==> config.mk <==
export PLATFORM = sky130hd
export DESIGN_NAME = dma_fifo_hs
export DESIGN_NICKNAME = d
export VERILOG_FILES = /design/src/rtl/dma_utils_pkg.sv /design/src/rtl/dma_fifo_ram.sv /design/src/rtl/dma_fifo_hs.sv
export SDC_FILE = /design/constraint.sdc
export NUM_CORES = 1
export LEC_CHECK = 0
export BUFFER_PORTS_ARGS = -buffer_cell sky130_fd_sc_hd__buf_2
export CAP_MARGIN = 20
export CORE_ASPECT_RATIO = 0.9
export CORE_MARGIN = 3
export CORE_UTILIZATION = 57
export DETAILED_ROUTE_END_ITERATION = 16
export GPL_TIMING_DRIVEN = 1
export MAX_ROUTING_LAYER = met4
export PLACE_DENSITY = 0.74
export SLEW_MARGIN = 20
export SYNTH_ARGS = -nofsm -noshare
export SYNTH_HDL_FRONTEND = slang
export SYNTH_SLANG_ARGS = --single-unit
export TNS_END_PERCENT = 30
==> constraint.sdc <==
create_clock -name clk -period 18.6 [get_ports clk]
set_input_delay 0.93 -clock clk [delete_from_list [all_inputs] [get_ports clk]]
set_output_delay 0.93 -clock clk [all_outputs]
set_load 0.03 [all_outputs]
==> src/rtl/dma_utils_pkg.sv <==
// Shared DMA typedefs, defaults and small helpers.
`ifndef DMA_FIFO_DEPTH
`define DMA_FIFO_DEPTH 16
`endif
`ifndef DMA_DATA_WIDTH
`define DMA_DATA_WIDTH 64
`endif

package dma_utils_pkg;

    // Occupancy/count type for the default-depth DMA FIFO (one extra bit to hold "full").
    typedef logic [$clog2(`DMA_FIFO_DEPTH):0] dma_fifo_cnt_t;

    // Registered head stage is the default: it keeps RAM read paths off the consumer timing.
    localparam int DMA_FIFO_OUT_REG_DEF = 1;

    function automatic logic is_pow2_ge2(input int n);
        return (n >= 2) && ((n & (n - 1)) == 0);
    endfunction

endpackage

==> src/rtl/dma_fifo_ram.sv <==
// Storage array for the DMA FIFO: one synchronous write port, one asynchronous read port.
module dma_fifo_ram
    import dma_utils_pkg::*;
#(
    parameter int SLOTS = 16,
    parameter int WIDTH = 64,
    parameter int AW    = $clog2(SLOTS)
) (
    input  logic             clk,
    input  logic             we_i,
    input  logic [AW-1:0]    waddr_i,
    input  logic [WIDTH-1:0] wdata_i,
    input  logic [AW-1:0]    raddr_i,
    output logic [WIDTH-1:0] rdata_o
);

    logic [WIDTH-1:0] mem_q [SLOTS];

    // Write port; contents are deliberately never reset.
    always_ff @(posedge clk) begin
        if (we_i) begin
            mem_q[waddr_i] <= wdata_i;
        end
    end

    assign rdata_o = mem_q[raddr_i];

endmodule

==> src/rtl/dma_fifo_hs.sv <==
// DMA staging FIFO with valid/ready on both sides, optional registered head stage,
// almost-full/almost-empty flags and a high-water-mark counter.
`ifndef DMA_DATA_WIDTH
`define DMA_DATA_WIDTH 64
`endif

module dma_fifo_hs
    import dma_utils_pkg::*;
#(
    parameter int SLOTS   = 16,
    parameter int WIDTH   = `DMA_DATA_WIDTH,
    parameter int OUT_REG = DMA_FIFO_OUT_REG_DEF,
    parameter int AW      = $clog2(SLOTS)
) (
    input  logic             clk,
    input  logic             rst,
    input  logic             clear_i,
    input  logic             in_valid_i,
    output logic             in_ready_o,
    input  logic [WIDTH-1:0] in_data_i,
    output logic             out_valid_o,
    input  logic             out_ready_i,
    output logic [WIDTH-1:0] out_data_o,
    input  logic [AW:0]      afull_thr_i,
    input  logic [AW:0]      aempty_thr_i,
    output logic             afull_o,
    output logic             aempty_o,
    output logic [AW:0]      ocup_o,
    output logic [AW:0]      free_o,
    output logic [AW:0]      hwm_o
);

    localparam int          CW      = AW + 1;
    localparam logic [AW:0] SLOTS_C = CW'(SLOTS);

    logic [AW:0]      wr_ptr_q, wr_ptr_d, rd_ptr_q, rd_ptr_d;
    logic [AW:0]      ocup_q, ocup_d, hwm_q, hwm_d;
    logic             push, pop, ram_we, rd_adv, ram_empty;
    logic             head_valid;
    logic [WIDTH-1:0] head_data, ram_rdata;

    assign ram_empty  = (wr_ptr_q == rd_ptr_q);
    assign in_ready_o = (ocup_q < SLOTS_C);
    assign push       = in_valid_i & in_ready_o;
    assign pop        = out_valid_o & out_ready_i;

    dma_fifo_ram #(
        .SLOTS (SLOTS),
        .WIDTH (WIDTH),
        .AW    (AW)
    ) u_ram (
        .clk     (clk),
        .we_i    (ram_we),
        .waddr_i (wr_ptr_q[AW-1:0]),
        .wdata_i (in_data_i),
        .raddr_i (rd_ptr_q[AW-1:0]),
        .rdata_o (ram_rdata)
    );

    generate
        if (OUT_REG != 0) begin : g_head_reg
            logic             head_valid_q, head_valid_d;
            logic [WIDTH-1:0] head_data_q, head_data_d;

            // Head register: bypass-load when empty, refill from RAM on pop, otherwise push to RAM.
            always_comb begin
                head_valid_d = head_valid_q;
                head_data_d  = head_data_q;
                ram_we       = 1'b0;
                rd_adv       = 1'b0;
                if (clear_i) begin
                    head_valid_d = 1'b0;
                    head_data_d  = '0;
                end else if (!head_valid_q) begin
                    if (push) begin
                        head_valid_d = 1'b1;
                        head_data_d  = in_data_i;
                    end
                end else if (pop) begin
                    if (!ram_empty) begin
                        head_data_d = ram_rdata;
                        rd_adv      = 1'b1;
                        ram_we      = push;
                    end else if (push) begin
                        head_data_d = in_data_i;
                    end else begin
                        head_valid_d = 1'b0;
                    end
                end else begin
                    ram_we = push;
                end
            end

            // Head register state.
            always_ff @(posedge clk) begin
                if (rst) begin
                    head_valid_q <= 1'b0;
                    head_data_q  <= '0;
                end else begin
                    head_valid_q <= head_valid_d;
                    head_data_q  <= head_data_d;
                end
            end

            assign head_valid = head_valid_q;
            assign head_data  = head_data_q;
        end else begin : g_head_comb
            // Head is simply the RAM entry at the read pointer.
            assign ram_we     = push & ~clear_i;
            assign rd_adv     = pop & ~clear_i;
            assign head_valid = ~ram_empty;
            assign head_data  = ram_rdata;
        end
    endgenerate

    // Pointer, occupancy and high-water-mark next state; a flush overrides any handshake.
    always_comb begin
        wr_ptr_d = wr_ptr_q + {{AW{1'b0}}, ram_we};
        rd_ptr_d = rd_ptr_q + {{AW{1'b0}}, rd_adv};
        ocup_d   = ocup_q + {{AW{1'b0}}, push} - {{AW{1'b0}}, pop};
        hwm_d    = (ocup_d > hwm_q) ? ocup_d : hwm_q;
        if (clear_i) begin
            wr_ptr_d = '0;
            rd_ptr_d = '0;
            ocup_d   = '0;
            hwm_d    = '0;
        end
    end

    // Pointer, occupancy and high-water-mark registers.
    always_ff @(posedge clk) begin
        if (rst) begin
            wr_ptr_q <= '0;
            rd_ptr_q <= '0;
            ocup_q   <= '0;
            hwm_q    <= '0;
        end else begin
            wr_ptr_q <= wr_ptr_d;
            rd_ptr_q <= rd_ptr_d;
            ocup_q   <= ocup_d;
            hwm_q    <= hwm_d;
        end
    end

    assign out_valid_o = head_valid;
    assign out_data_o  = head_valid ? head_data : '0;
    assign ocup_o      = ocup_q;
    assign hwm_o       = hwm_q;
    assign free_o      = SLOTS_C - ocup_q;
    assign afull_o     = (ocup_q >= afull_thr_i);
    assign aempty_o    = (ocup_q <= aempty_thr_i);

`ifndef NO_ASSERTIONS
    a_slots_pow2: assert property (@(posedge clk) is_pow2_ge2(SLOTS));
    a_ocup_max:   assert property (@(posedge clk) disable iff (rst) ocup_o <= SLOTS_C);
    a_data_hold:  assert property (@(posedge clk) disable iff (rst)
                      (out_valid_o && !out_ready_i && !clear_i) |=> $stable(out_data_o));
`endif

endmodule

==> impl_metrics.yaml <==
placed_design:
  dp_hpwl_microns: 53900
  port_buffers: 161
  gpl.final_weighted_congestion: 0.820
  placed_area_sq_um: 45500
  pre_cts_slack_ns: 13.25
run_status:
  status: "complete, no violations"
power_and_ir_drop:
  power.leakage_nw: 15.6
  ir_drop_uv: 74.6
  power.density_nw_per_um2: 104
sta:
  drv_slew: 0
  fin_crit_sh: 0.291
  worstMarginPinSlew_ns: 1.32
  setup_viol: 0
  slew_headroom: 0.121
  fin_ws_ns: 13.18
  hold_violations: 0
  rsz0062_at_grt: "false"
  fmax_ghz: 0.185
  fin_worst_skew_ns: 0.0295
  setup_tns_ns: 0
  min_period_ns: 5.42
synthesis:
  syn_inst: 2351
  yosysMostFrequentCell: "edfxtp_1"
  async_flop_share: 0
  yosysTopAreaCell: "edfxtp_1"
  ys_seq_area_frac: 0.744
  synth_area_leaders: "edfxtp_1, mux4_2, mux2i_1, dfxtp_1, a22oi_1"
  synth_edf_count: 1024
  ys_ff_latch: 1109
  synthFlopType: "edfxtp_1"
  synth.top_cell.area_share: 0.705
  yosys_warnings: 0
  syn_avg_cell_area_sq_um: 18.5
  synthesis.nets: 2460
  syn_area_sq_um: 43600
  ys_top_cells_by_count: "edfxtp_1, mux2i_1, mux4_2"
  ys_types: 55
setup_path:
  cp.required_ns: 19.13
  critPathLaunch: "ocup_o[1]"
  startpoint_type: "flip-flop"
  critPathMaxStageDelay_ns: 0.58
  crit_top_cell: "ha_1"
  worstSetupPathType: "reg2reg"
  worstPathMaxFanout: 41
  critical_path_arrival_ns: 5.94
  cp_slowest_cell: "buf_4"
  r2r_start: "ocup_o[1]"
  crit_path_end_kind: "flip-flop"
  crit_chain: "inv_1 -> ha_1 -> and2_1 -> ha_1 -> nand2b_1 -> a21oi_4 -> buf_4 -> inv_1 -> ha_1 -> inv_1 -> ha_1 -> fa_1 -> nand2b_1 -> a21oi_1 -> or3_1 -> and2_1 -> ha_1 -> nand2_1 -> o22ai_1 -> a21oi_1 -> mux2i_1 -> nor2_1"
floorplanning:
  ioPinCount: 162
  die_h_microns: 268
  initial_core_util: 0.580
  fp-row-count: 95
  core_sq_um: 75200
  fp.dieArea_sq_um: 79900
  die_x_microns: 298
cts:
  cts_tree: "built"
  clk_path_buf_depth: 3
  clock-root-buffer: "clkbuf_16"
  insertion_delay_ns: 0.68
  htree_levels: 3
  cts-buffers-inserted: 107
  ctsResizeCount: 0
  cts_setup_buffers: 0
  cts_sinks: 1109
  hold_buffers: 0
  clk_pin_slew_worst_paths_ns: 0.06
flow_run:
  drv_cap: 0
layout:
  layout-drive-gt1-share: 0.211
  area_growth_pct: 12.7
  fin_area_sq_um: 49200
  final_nets: 2637
drt:
  wl_per_cell_microns: 28.0
  drc: 0
  antenna_left: 0
  firstDrtPassIters: 5
  post_drt_via_cell_ratio: 6.43
  wl_microns: 102000
  vias: 23416
  dr.first_iter.drc_count: 2592
worst_hold_path:
  holdCritPathClass: "reg2reg"
  hp-start: "g_head_reg.head_data_q[41]"
global_route:
  overflow: 0
  grt_usage: 0.264
  grt_pass1_wl_microns: 152000
  grt_max_degree: 123
  grt_pass1_vias: 23712
  antenna_found_initial: 4
-- flip-flops by register name, summed over array words and instances, names as in the netlist --
register,count
u_ram.mem_q,1024
ocup_o,5
rd_ptr_q,5
wr_ptr_q,5
hwm_o,5
out_valid_o,1
g_head_reg.head_data_q,64
-- routing by layer --
metal,vias to the layer above,share of wire,GRT usage
met3,202,0.093,0.0537
met2,1231,0.48,0.407
li1,9950,-,-
met1,12033,0.40,0.358
met5,-,0,-
met4,0,0.025,0.0841
-- worst max-delay path: cells and delay by family, from the launching register on --
kind	cells	cell delay, ns
compound gates	4	0.78
fa+ha+maj	6	1.70
buf+inv	4	1.01
flops	1	0.42
mux	1	0.28
simple gates	7	1.09
-- through the flow --
step	hold WS (ns)	cells	utilization	power [W]
final	0.483	3644	0.653	0.00511
after global routing	0.501	3644	0.653	0.00525
after CTS	0.481	3640	0.653	0.00513
after detailed placement	0.466	3437	0.605	0.00295
after global placement	0.463	3436	0.605	0.00294
after floorplan	0.447	2351	-	0.00287
-- logic make-up after synthesis --
group | count (synthesis) | share of synthesized area
compound gates | 382 | 0.0680
xor+xnor | 15 | 0.00301
fa+ha+maj | 30 | 0.00878
buf+inv | 175 | 0.0198
flops | 1109 | 0.744
mux | 388 | 0.126
simple gates | 252 | 0.0304
-- power by group --
part	leakage, nW	internal (W)	switching [W]
Combinational	3.88	0.0000455	0.000109
Sequential	9.90	0.00273	0.0000114
Clock	1.77	0.00130	0.000907
Total	15.6	0.00408	0.00103
-- worst paths after layout --
path	slack [ns]	end	cells after the start
worst min register to register	0.48	g_head_reg.head_data_q[41]	1
worst max-delay path	13.18	hwm_o[2]	22
worst min-delay path	0.48	g_head_reg.head_data_q[41]	1
worst max register to register	13.18	hwm_o[2]	22
-- cells in the final DEF, fill, tap and decap left out, types with 17 or more instances in the layout --
master / count
a21boi_0: 17
a21oi_1: 62
a221o_1: 38
a221oi_1: 38
a22oi_1: 78
and2_1: 75
buf_2: 161
buf_4: 51
clkbuf_1: 28
clkbuf_16: 108
clkbuf_8: 17
dfxtp_1: 80
edfxtp_1: 1024
ha_1: 29
inv_1: 28
mux2i_1: 260
mux4_2: 128
nand2_1: 37
nand3_1: 41
nor2_1: 50
o21ai_1: 24
o221a_1: 20
o221ai_1: 26
o22a_1: 39
-- area by class of cell --
cell class / count / area (sq um)
Sequential cell: 1109 / 32500
Fill cell: 4895 / 26100
Multi-Input combinational cell: 1067 / 10400
Clock buffer: 153 / 3040
Tap cell: 1018 / 1270
Timing Repair Buffer: 215 / 1240
Clock inverter: 50 / 581
Inverter: 28 / 105
Antenna cell: 4 / 10.0
Note: power is estimated with default switching activity, not from simulation.
